[src/rtl/ysyx_reg_wport_arb.sv]
// ============================================================================
// ysyx_reg_wport_arb
// ----------------------------------------------------------------------------
// Purpose:
//   This block owns the single write port of the integer register file.
//
//   1. Zeroing sweep. After reset, or after an init_req pulse, it writes zero
//      to every architectural register from x1 to x(REG_NUM-1), one register
//      per cycle. x0 is never written.
//   2. Arbitration. After the sweep it selects one of NREQ writeback
//      requesters each cycle. The selection is round-robin and uses
//      valid/ready handshakes.
//   3. Output stage. The selected write goes to the regfile through one
//      output register stage.
//
// Parameters:
//   XLEN     data width
//   REG_LEN  significant register-address bits (4 = RV32E, 5 = RV32I)
//   REG_NUM  architectural register count (2**REG_LEN)
//   NREQ     number of write requesters (2..4)
//
// Ports:
//   clock      clock
//   reset      asynchronous, active-low reset
//   init_req   synchronous request to restart the zeroing sweep
//   req_valid  [NREQ]       requester i has a write pending
//   req_ready  [NREQ]       requester i is accepted this cycle
//                           (combinational, one-hot or zero)
//   req_addr   [NREQ*5]     destination register per requester,
//                           slice i = [5i+4:5i]
//   req_data   [NREQ*XLEN]  write data per requester, slice i = [XLEN*i +: XLEN]
//   write_en   regfile write enable (registered)
//   waddr      [5]          regfile write address (registered)
//   wdata      [XLEN]       regfile write data (registered)
//   init_done  high while in RUN, i.e. the sweep has completed
//   busy       high in INIT, or while write_en is high
//   dbg_state  current FSM state (0 = INIT, 1 = RUN), for checkers
//
// Optional feature (macro YSYX_WPORT_BYPASS_EN):
//   This macro adds the operand-bypass ports rs1, rs2, byp1_valid, byp2_valid,
//   byp1_data and byp2_data. Each bypass port forwards the in-flight write
//   (write_en/waddr/wdata) to the operand read path in the same cycle.
//   During INIT the bypass reports the zero that is being written.
//
// Handshake:
//   A transfer from requester i happens in every cycle in which
//   req_valid[i] and req_ready[i] are both high.
//   - req_ready depends on req_valid, the round-robin pointer, the FSM state
//     and init_req.
//   - req_ready never depends on data or address.
//   - Requesters must hold valid, addr and data stable until they see ready.
//     The arbiter does not check this.
//   - A transfer accepted in cycle t appears on write_en/waddr/wdata in
//     cycle t+1.
// ============================================================================
module ysyx_reg_wport_arb #(
    parameter int XLEN    = 32,
    parameter int REG_LEN = 4,
    parameter int REG_NUM = 16,
    parameter int NREQ    = 2
) (
    input  logic                 clock,
    input  logic                 reset,
    input  logic                 init_req,
    input  logic [NREQ-1:0]      req_valid,
    output logic [NREQ-1:0]      req_ready,
    input  logic [NREQ*5-1:0]    req_addr,
    input  logic [NREQ*XLEN-1:0] req_data,
    output logic                 write_en,
    output logic [4:0]           waddr,
    output logic [XLEN-1:0]      wdata,
    output logic                 init_done,
    output logic                 busy,
    output logic [0:0]           dbg_state
`ifdef YSYX_WPORT_BYPASS_EN
    ,
    input  logic [4:0]           rs1,
    input  logic [4:0]           rs2,
    output logic                 byp1_valid,
    output logic                 byp2_valid,
    output logic [XLEN-1:0]      byp1_data,
    output logic [XLEN-1:0]      byp2_data
`endif
);

    // ------------------------------------------------------------------------
    // Local constants
    // ------------------------------------------------------------------------
    localparam logic [0:0] ST_INIT = 1'b0;
    localparam logic [0:0] ST_RUN  = 1'b1;

    localparam int PTR_W = (NREQ > 1) ? $clog2(NREQ) : 1;

    // This is the last register written by the sweep. The FSM leaves INIT
    // right after it loads this value into the output register.
    localparam logic [REG_LEN-1:0] CNT_LAST  = REG_LEN'(REG_NUM - 1);
    localparam logic [REG_LEN-1:0] CNT_FIRST = REG_LEN'(1);

    // ------------------------------------------------------------------------
    // State
    // ------------------------------------------------------------------------
    logic [0:0]         state;
    logic [REG_LEN-1:0] sweep_cnt;
    logic [PTR_W-1:0]   rr_ptr;

    // ------------------------------------------------------------------------
    // Arbitration signals
    // ------------------------------------------------------------------------
    logic               grant_found;
    logic [PTR_W-1:0]   grant_idx;
    logic [PTR_W-1:0]   cand_idx;
    logic               grant_valid;
    logic [PTR_W-1:0]   ptr_next;
    logic [4:0]         sel_addr;
    logic [XLEN-1:0]    sel_data;
    logic               sel_is_x0;

    // ------------------------------------------------------------------------
    // Round-robin search
    // ------------------------------------------------------------------------
    // The search starts at rr_ptr and moves upward, wrapping around at NREQ.
    // The first valid requester found gets the grant.
    always_comb begin
        grant_found = 1'b0;
        grant_idx   = '0;
        cand_idx    = '0;
        for (int k = 0; k < NREQ; k++) begin
            cand_idx = PTR_W'((int'(rr_ptr) + k) % NREQ);
            if (!grant_found && req_valid[cand_idx]) begin
                grant_found = 1'b1;
                grant_idx   = cand_idx;
            end
        end
    end

    // A grant is only issued in RUN. init_req suppresses the grant, so no
    // handshake is lost when the sweep restarts.
    assign grant_valid = (state == ST_RUN) && !init_req && grant_found;

    always_comb begin
        req_ready = '0;
        if (grant_valid) begin
            req_ready[grant_idx] = 1'b1;
        end
    end

    // The pointer moves to the slot after the winner, wrapping around at NREQ.
    always_comb begin
        if (int'(grant_idx) == NREQ - 1) begin
            ptr_next = '0;
        end else begin
            ptr_next = grant_idx + PTR_W'(1);
        end
    end

    // ------------------------------------------------------------------------
    // Payload mux for the granted requester
    // ------------------------------------------------------------------------
    always_comb begin
        sel_addr = '0;
        sel_data = '0;
        for (int i = 0; i < NREQ; i++) begin
            if (grant_idx == PTR_W'(i)) begin
                sel_addr = req_addr[i*5 +: 5];
                sel_data = req_data[i*XLEN +: XLEN];
            end
        end
    end

    // Only the low REG_LEN bits decide whether the target is x0. The address
    // bits above REG_LEN still pass through to waddr unmodified.
    assign sel_is_x0 = (sel_addr[REG_LEN-1:0] == '0);

    // ------------------------------------------------------------------------
    // FSM, sweep counter, round-robin pointer and output register
    // ------------------------------------------------------------------------
    // When write_en is low, waddr and wdata hold their values. This keeps the
    // regfile inputs quiet between writes.
    always_ff @(posedge clock or negedge reset) begin
        if (!reset) begin
            state     <= ST_INIT;
            sweep_cnt <= CNT_FIRST;
            rr_ptr    <= '0;
            write_en  <= 1'b0;
            waddr     <= '0;
            wdata     <= '0;
        end else if (init_req) begin
            // Restart the sweep. A write that is already in the output
            // register completes this cycle. No new write is loaded behind it.
            state     <= ST_INIT;
            sweep_cnt <= CNT_FIRST;
            write_en  <= 1'b0;
        end else if (state == ST_INIT) begin
            write_en  <= 1'b1;
            waddr     <= 5'(sweep_cnt);
            wdata     <= '0;
            sweep_cnt <= sweep_cnt + CNT_FIRST;
            if (sweep_cnt == CNT_LAST) begin
                state <= ST_RUN;
            end
        end else begin
            if (grant_valid) begin
                rr_ptr <= ptr_next;
                if (sel_is_x0) begin
                    // A write to x0 is accepted but dropped.
                    write_en <= 1'b0;
                end else begin
                    write_en <= 1'b1;
                    waddr    <= sel_addr;
                    wdata    <= sel_data;
                end
            end else begin
                write_en <= 1'b0;
            end
        end
    end

    // ------------------------------------------------------------------------
    // Status outputs
    // ------------------------------------------------------------------------
    assign init_done = (state == ST_RUN);
    assign busy      = (state == ST_INIT) || write_en;
    assign dbg_state = state;

`ifdef YSYX_WPORT_BYPASS_EN
    // ------------------------------------------------------------------------
    // Operand bypass
    // ------------------------------------------------------------------------
    // This forwards the write that the regfile captures at the end of this
    // cycle. Reads of x0 never hit, because x0 always reads as zero anyway.
    assign byp1_valid = write_en && (waddr == rs1) && (rs1 != 5'd0);
    assign byp2_valid = write_en && (waddr == rs2) && (rs2 != 5'd0);
    assign byp1_data  = wdata;
    assign byp2_data  = wdata;
`endif

endmodule
[config.mk]
export PLATFORM = sky130hd
export DESIGN_NAME = ysyx_reg_wport_arb
export DESIGN_NICKNAME = d
export VERILOG_FILES = /design/src/rtl/ysyx_reg_wport_arb.sv
export SDC_FILE = /design/constraint.sdc
export NUM_CORES = 1
export LEC_CHECK = 0
export ABC_AREA = 1
export CORE_UTILIZATION = 39
export DETAILED_ROUTE_END_ITERATION = 8
export HOLD_SLACK_MARGIN = 0.03
export PLACE_DENSITY = 0.78
export SETUP_SLACK_MARGIN = 0.2
export SLEW_MARGIN = 20
export SYNTH_ARGS = -nofsm -noshare
export SYNTH_HDL_FRONTEND = slang
export SYNTH_SLANG_ARGS = --single-unit
export TNS_END_PERCENT = 5
[constraint.sdc]
create_clock -name clock -period 2.7 [get_ports clock]
set_clock_uncertainty 0.15 [all_clocks]
set_input_delay 0.54 -clock clock [delete_from_list [all_inputs] [get_ports clock]]
set_output_delay 0.54 -clock clock [all_outputs]
set_load 0.03 [all_outputs]
==> results.toml, run 1 <==
[run_status]
status = "completed"

[timing]
fin_crit_sh_pct = 88.5
setup_tns_ps = 0
max_freq_mhz = 418
layout_min_cycle_time_ps = 2390
maxSlewViolCount = 0
worstMarginPinSlew_ps = 548
rsz0062_at_grt = "no"
hold_violations = 0
setup_viol = 0
slew_headroom_pct = 63.5

[detailed_routing]
drt-total-wl_um = 7140
vias_per_cell = 5.02
avgRoutedWirePerCell_um = 13.5
num_vias = 2659
firstDrtPassIters = 4
antenna_left = 0
drc = 0
first_iter_violations = 118

[clocking]
clkTransAtPathRegs_ps = 80
cts_tree = "built"
h-tree-depth = 2
cts_root_buf = "clkbuf_8"
cts_buffers = 5
ctsHoldBuffers = 0
clockBufferDepth = 2
ctsResizeCount = 0
post_cts_buffers = 0
cts_sinks = 44
worstSkewPairLatency_ps = 280

[floorplan]
die_area_mm2 = 0.00674
start_util_pct = 41.3
core_mm2 = 0.00606
ioPinCount = 122
die_height_um = 82.1
die_w_um = 82.1
rows = 28

[worst_setup_path]
rr_worst_depth = 9
critPathLaunchType = "primary input"
r2r_setup_slack_ps = 970
worstPathCellList = "clkdlybuf4s50_1 > o21ai_0 > nor2_1 > buf_4"
r2r_end = "wdata[24]$_DFFE_PN0P_"
reg2reg_from = "rr_ptr$_DFFE_PN0P_"
cp_max_fo = 6
slowest_delay_ps = 510
cp-end-kind = "output port"
path_buf_inv = 2
required_ps = 2010
crit_path_top_delay_cell = "clkdlybuf4s50_1"
critPathTopFamily = "buffers and inverters"
cp_data_arrival_time_ps = 1700
path_class = "in -> out"

[power]
p_seq_share_pct = 48.8
vdd_drop_max_mv = 0.176
p_per_area_mw_per_mm2 = 369
power.leakage_uw = 0.00179
fin_total_pwr_uw = 1400
p_int_uw = 1040
comb_power_share_pct = 21.5
clkPwrFrac_pct = 29.7
swShare_pct = 26.0
switchingPower_uw = 365

[job]
max_cap_viol_count = 0

[finish]
fillers = 551
num-nets-final = 534
n_antenna_cell = 0
final_layout_size_suffix_gt1_share_pct = 7.69
synthToLayoutAreaGrowth_pct = 52.0
utilization_pct = 62.8
fin_area_mm2 = 0.00381

[synthesis]
postSynthCellCount = 340
yosysWarnings = 0
ys_ff_latch = 44
syn_nets = 420
avgSynthCellArea_um2 = 7.36
synth-adder-area-share_pct = 0.500
synthMuxAreaShare_pct = 0
synth_xor_area_share_pct = 0
synth_compound_area_share_pct = 9.55
synthDistinctLibCells = 25
synth-simple-area-share_pct = 36.6
synth_top_family_by_area = "simple AND/OR/NAND/NOR gates"
ys_seq_area_share_pct = 44.0
netlist_area_mm2 = 0.00250

[grt]
grt_pass1_wl_um = 10900
grt_max_degree = 45
grt_pass1_vias = 2446
grtUsageTotal_pct = 21.7
grt.overflow.total = 0
antenna_found_initial = 0

[min_path]
holdCritPathClass = "in -> async"

[placed_design]
portBuffers = 121
place_area_mm2 = 0.00372
gp_congestion = 0.857
dp_hpwl_um = 5200
[flip-flops by register name, summed over array words and instances, names as in the netlist]
name	cells
write_en	1
sweep_cnt	4
dbg_state	1
rr_ptr	1
waddr	5
wdata	32
[layout by cell type, fill, tap and decap left out, types with 2 or more instances in the layout]
cell and count:
nand2_2 3, nor2_1 4, clkbuf_1 2, nand4_1 38, clkbuf_8 6, nor3_1 2, clkdlybuf4s50_1 117, nand3_1 4
inv_1 9, o21ai_0 9, a21oi_1 37, buf_4 18, dfrtp_1 43, nand2_1 152, nand3_2 2
[power by group through the flow]
stage / registers (uW) / clock network [uW] / logic (uW)
2_1_floorplan: 713 / 0 / 118
3_3_place_gp: 697 / 0 / 298
3_5_place_dp: 697 / 0 / 305
4_1_cts: 685 / 432 / 306
5_1_grt: 688 / 461 / 331
6_report: 685 / 417 / 302
[area by class of cell]
| cell class | instances | area [um2] | area share, % |
|---|---|---|---|
| multi-input combinational | 256 | 1170 | 30.7 |
| sequential | 44 | 1100 | 29.0 |
| inverter | 11 | 41.3 | 1.08 |
| tap | 75 | 93.8 | 2.47 |
| clock buffer | 8 | 90.1 | 2.37 |
| timing repair buffer | 136 | 1310 | 34.5 |
[synth_stat cells, drive strengths merged]
cell / n / area share (%)
inv: 10 / 1.5
ha: 1 / 0.50
nand4: 38 / 9.5
dfstp: 1 / 1.0
buf: 23 / 6.8
o21ai: 9 / 1.8
nor2: 5 / 0.85
dfrtp: 43 / 43
o41ai: 1 / 0.35
clkbuf: 6 / 0.90
nor3: 2 / 0.40
a21oi: 37 / 7.4
clkinv: 1 / 0.15
or2: 1 / 0.25
nand3: 6 / 1.6
nand2: 156 / 24
[worst max-delay path by stage]
stage                       startpoint                     to  slack [ps]  cells past startpoint
after floorplan           req_valid[0]           req_ready[0]         470                      6
after global placement    req_valid[0]           req_ready[0]         360                      6
after detailed placement  req_valid[1]  wdata[24]$_DFFE_PN0P_         300                      8
after CTS                 req_valid[0]           req_ready[0]         320                      6
after global routing      req_valid[0]           req_ready[0]         230                      6
final                     req_valid[1]           req_ready[0]         310                      4
[layer usage]
layer / vias to the layer above / global-route usage, % / wire [um]
met5: - / 0 / 0
met4: 0 / 7.37 / 70
met3: 8 / 4.84 / 491
met2: 96 / 39.8 / 3600
met1: 1206 / 24.7 / 2980
li1: 1349 / - / -
[kinds of logic after synthesis]
logic type | Yosys count
fa+ha+maj | 1
buf+inv | 40
simple gates | 208
flops | 44
compound gates | 47
[worst register-to-register path: stages, from the launching register on]
cell and delay (ps):
dfrtp_1 380, inv_2 60, nand2_4 80, nand2_2 120, clkinv_1 90, buf_4 330, nand2_1 100, a21oi_1 160
nand4_1 100, nand2_1 100
[per-stage QoR]
step / hold slack, ps / instances / setup WS, ps
6_report: 159 / 530 / 310
3_3_place_gp: 303 / 522 / 362
5_1_grt: 207 / 530 / 233
3_5_place_dp: 307 / 522 / 297
2_1_floorplan: 94.4 / 340 / 467
4_1_cts: 182 / 530 / 320
Note: power is estimated with default switching activity, not from simulation.
==> run 2: changes to the inputs <==
--- a/config.mk
+++ b/config.mk
@@ -11,3 +11,3 @@
 export HOLD_SLACK_MARGIN = 0.03
-export PLACE_DENSITY = 0.78
+export PLACE_DENSITY = 0.84
 export SETUP_SLACK_MARGIN = 0.2
==> constraint.sdc (replaced) <==
create_clock -name clock -period 2.7 [get_ports clock]
set_clock_uncertainty 0.15 [all_clocks]
set_input_delay 0.27 -clock clock [delete_from_list [all_inputs] [get_ports clock]]
set_output_delay 0.27 -clock clock [all_outputs]
set_load 0.03 [all_outputs]
==> results.toml, run 2 (synthesis gave the netlist of run 1 again) <==
[run_status]
status = "completed"

[timing]
setup_viol = 0
slew_headroom_pct = 37.1
rsz0062_at_grt = "no"
worst_slack_ps = 445
layout_min_cycle_time_ps = 2250
setup_tns_ps = 0
fin_crit_sh_pct = 83.5
worstMarginPinSlew_ps = 943
hold_violations = 0
max_freq_mhz = 444
maxSlewViolCount = 0

[floorplan]
die_area_mm2 = 0.00674
die_w_um = 82.1
rows = 28
core_mm2 = 0.00606
die_height_um = 82.1
start_util_pct = 41.3
ioPinCount = 122

[min_path]
holdCritPathClass = "reg -> reg"

[worst_setup_path]
cp_data_arrival_time_ps = 1830
required_ps = 2280
reg2reg_from = "dbg_state$_DFF_PN0_"
r2r_setup_slack_ps = 600
critPathLaunchType = "primary input"
cp-endpoint = "req_ready[0]"
r2r_end = "wdata[22]$_DFFE_PN0P_"
cp_max_fo = 13
startpoint = "req_valid[0]"
rr_worst_depth = 8
path_class = "in -> out"
cp-end-kind = "output port"

[grt]
antenna_found_initial = 0
grtUsageTotal_pct = 21.0
grt.overflow.total = 0
grt_max_degree = 45
grt_pass1_vias = 2293
grt_pass1_wl_um = 10700

[power]
power.leakage_uw = 0.00178
vdd_drop_max_mv = 0.182
p_per_area_mw_per_mm2 = 363

[placed_design]
preCtsSetupSlack_ps = 375
place_area_mm2 = 0.00369
dp_hpwl_um = 4980
gp_congestion = 0.819
portBuffers = 121
dpl.cell_count = 515

[clocking]
clockBufferDepth = 2
cts_root_buf = "clkbuf_8"
clkTransAtPathRegs_ps = 70
cts_sinks = 44
cts_tree = "built"
post_cts_buffers = 0
h-tree-depth = 2
cts_buffers = 5
worstSkewPairLatency_ps = 290

[detailed_routing]
num_vias = 2629
drt-total-wl_um = 7060
first_iter_violations = 98
avgRoutedWirePerCell_um = 13.5
drc = 0
antenna_left = 0
firstDrtPassIters = 5
vias_per_cell = 5.02

[finish]
top_regs = "wdata x32, waddr x5, sweep_cnt x4"
final_cell_mix = "nand2_1 (152), clkdlybuf4s50_1 (117), dfrtp_1 (42), nand4_1 (38), a21oi_1 (37)"
fin_cells = 524
final_common_cell = "nand2_1"
fillers = 563
regMostFlops = "wdata"
num-nets-final = 528
largest_reg_flops = 32
multi_input_area_mm2 = 0.00117
fin_area_mm2 = 0.00379
utilization_pct = 62.5
final_layout_size_suffix_gt1_share_pct = 6.24
regArea_mm2 = 0.00110
synthToLayoutAreaGrowth_pct = 51.2
n_antenna_cell = 0

[job]
max_cap_viol_count = 0
run 2: cell types whose count changed in the layout (fill, tap and decap cells not counted):
cell / delta
buf_4: -10
buf_12: +2
clkbuf_8: -1
clkinv_2: +1
dfrtp_1: -1
dfrtp_2: +1
dlygate4sd3_1: +1
dlymetal6s2s_1: +1
run 2: worst min path at each step:
stage / from / cells past startpoint / to / slack [ps]
after floorplan: reset / 0 / dbg_state$_DFF_PN0_ / -180
after global placement: wdata[10]$_DFFE_PN0P_ / 2 / wdata[10]$_DFFE_PN0P_ / 300
after detailed placement: wdata[2]$_DFFE_PN0P_ / 2 / wdata[2]$_DFFE_PN0P_ / 310
after CTS: wdata[10]$_DFFE_PN0P_ / 2 / wdata[10]$_DFFE_PN0P_ / 330
after global routing: waddr[4]$_DFFE_PN0P_ / 2 / waddr[4]$_DFFE_PN0P_ / 350
final: wdata[10]$_DFFE_PN0P_ / 2 / wdata[10]$_DFFE_PN0P_ / 320
run 2: per-stage QoR:
stage	power, uW	hold slack, ps
4_1_cts	1390	326
5_1_grt	1440	348
3_3_place_gp	994	303
3_5_place_dp	1000	307
6_report	1370	320
2_1_floorplan	830	-176
run 2: power by group:
group	leakage, uW	switching [uW]	internal [uW]
logic	0.00114	147	157
clock network	0.0000422	202	181
registers	0.000600	10.6	675
total	0.00178	360	1010
run 2: final cells by class:
type,instances,area share [%]
clock buffers,7,2.02
clock inverters,1,0.132
inverters,11,1.09
multi-input cells,256,30.8
flip-flops and latches,44,29.1
well taps,75,2.48
repair buffers,130,34.3
run 2: routing by layer:
metal | GRT usage (%) | up-vias | share of wire, %
met5 | 0 | - | 0
met3 | 5.38 | 4 | 6.1
met4 | 4.21 | 0 | 0.44
met2 | 36.9 | 87 | 50
met1 | 26.0 | 1202 | 44
li1 | - | 1336 | -
run 2: what timing repair did:
action                                 CTS  global route
gates resized for setup                  1             1
setup endpoints to repair                1             1
endpoints found under the hold margin   43             0
hold buffers                             1             0
pin swaps                                0             0
run 2: worst max-delay path, stage by stage:
cell	delay, ps
clkdlybuf4s50_1	520
nand2_4	80
nand2_2	160
clkinv_1	410
nor2_1	220
buf_4	180
==> run 3: changes to the inputs <==
Clock period 2.7 ns to 2.35 ns, I/O delays scaled along.
==> results.toml, run 3 (synthesis gave the netlist of run 1 again) <==
[run_status]
status = "completed"

[clocking]
post_cts_buffers = 0
h-tree-depth = 2
cts_tree = "built"
cts_buffers = 5
clockBufferDepth = 2
clkTransAtPathRegs_ps = 80
cts_root_buf = "clkbuf_8"
cts_sinks = 44
worstSkewPairLatency_ps = 290

[finish]
final_layout_size_suffix_gt1_share_pct = 7.51
utilization_pct = 62.9
largest_reg_flops = 32
fillers = 557
final_cell_mix = "nand2_1 (152), clkdlybuf4s50_1 (117), dfrtp_1 (43), nand4_1 (38), a21oi_1 (37)"
fin_area_mm2 = 0.00381
num-nets-final = 533
final_common_cell = "nand2_1"
n_antenna_cell = 0
regMostFlops = "wdata"
top_regs = "wdata x32, waddr x5, sweep_cnt x4"
synthToLayoutAreaGrowth_pct = 52.3

[placed_design]
place_area_mm2 = 0.00371
dp_hpwl_um = 5280
gp_congestion = 0.829
preCtsSetupSlack_ps = 196
portBuffers = 121

[grt]
grt_max_degree = 39
grtUsageTotal_pct = 22.3
grt.overflow.total = 0
grt_pass1_vias = 2476
antenna_found_initial = 0
grt_pass1_wl_um = 11400

[detailed_routing]
vias_per_cell = 5.15
avgRoutedWirePerCell_um = 13.9
antenna_left = 0
firstDrtPassIters = 4
num_vias = 2721
wl_met2_um = 3630
drt-total-wl_um = 7330
wl_met3_um = 546
drc = 0
met1_length_um = 3100
first_iter_violations = 103
top_layer = "met4"

[worst_setup_path]
startpoint = "req_valid[0]"
critPathLaunchType = "primary input"
reg2reg_from = "dbg_state$_DFF_PN0_"
r2r_end = "wdata[19]$_DFFE_PN0P_"
r2r_setup_slack_ps = 630
cp_max_fo = 12
path_class = "in -> out"
cp-endpoint = "req_ready[0]"
cp_data_arrival_time_ps = 1710
rr_worst_depth = 7
cp-end-kind = "output port"
required_ps = 1970

[timing]
rsz0062_at_grt = "no"
worst_slack_ps = 256
setup_viol = 0
layout_min_cycle_time_ps = 2090
hold_violations = 0
worstMarginPinSlew_ps = 504
maxSlewViolCount = 0
slew_headroom_pct = 66.0
setup_tns_ps = 0
fin_crit_sh_pct = 89.1
max_freq_mhz = 477

[job]
max_cap_viol_count = 0

[power]
p_per_area_mw_per_mm2 = 418
fin_total_pwr_uw = 1600
power.leakage_uw = 0.00179
vdd_drop_max_mv = 0.227

[floorplan]
ioPinCount = 122
rows = 28
start_util_pct = 41.3
die_area_mm2 = 0.00674
die_height_um = 82.1
die_w_um = 82.1
core_mm2 = 0.00606

[min_path]
holdCritPathClass = "in -> async"
[run 3: cell types whose count changed in the layout (fill, tap and decap cells not counted)]
cell / before / now
buf_12: 2 / 1
buf_4: 8 / 14
buf_6: 0 / 1
clkbuf_1: 2 / 0
clkinvlp_4: 0 / 1
dfrtp_1: 42 / 43
dfrtp_2: 1 / 0
dlymetal6s2s_1: 1 / 0
nand2_2: 3 / 2
nand2_4: 1 / 2
[run 3: power by group]
group          internal (uW)  switching (uW)  leakage, uW
sequential               776            12.3     0.000602
clock                    201             250    0.0000400
combinational            183             172      0.00115
total                   1160             435      0.00179
[run 3: routing by layer]
metal  vias to the layer above  GRT usage, %
met5                         -             0
met1                      1270          27.0
met2                       100          39.1
met4                         0          5.79
li1                       1347             -
met3                         4          5.82
[run 3: what timing repair did]
item / 4_1_cts / 5_1_grt
hold buffers: 1 / 0
endpoints found under the hold margin: 21 / 0
pin swaps: 0 / 0
resized for setup: 1 / 1
endpoints found under the setup margin: 1 / 1
[run 3: worst min-delay path by stage]
stage	endpoint	slack, ps	from
2_1_floorplan	dbg_state$_DFF_PN0_	-210	reset
3_3_place_gp	wdata[0]$_DFFE_PN0P_	70	reset
3_5_place_dp	wdata[0]$_DFFE_PN0P_	80	reset
4_1_cts	wdata[30]$_DFFE_PN0P_	290	reset
5_1_grt	wdata[29]$_DFFE_PN0P_	340	reset
6_report	wdata[29]$_DFFE_PN0P_	290	reset
[run 3: area by class of cell]
cell class	count	area [um2]	share of cell area, %
Clock buffer	5	68.8	1.80
Clock inverter	2	12.5	0.328
Inverter	11	41.3	1.08
Multi-Input combinational cell	256	1170	30.7
Sequential cell	44	1100	28.9
Tap cell	75	93.8	2.46
Timing Repair Buffer	135	1320	34.7
[run 3: critical path, cell delays in order]
cell and delay, ps:
clkdlybuf4s50_1 540, nand2_4 90, nand2_4 100, buf_6 160, clkinv_1 80, buf_4 180, nor2_1 130, buf_4 180
[run 3: stage by stage]
step                      instances  hold slack, ps
after detailed placement        520            80.4
final                           528             285
after global placement          520            66.2
after CTS                       528             291
after floorplan                 340            -211
after global routing            528             343
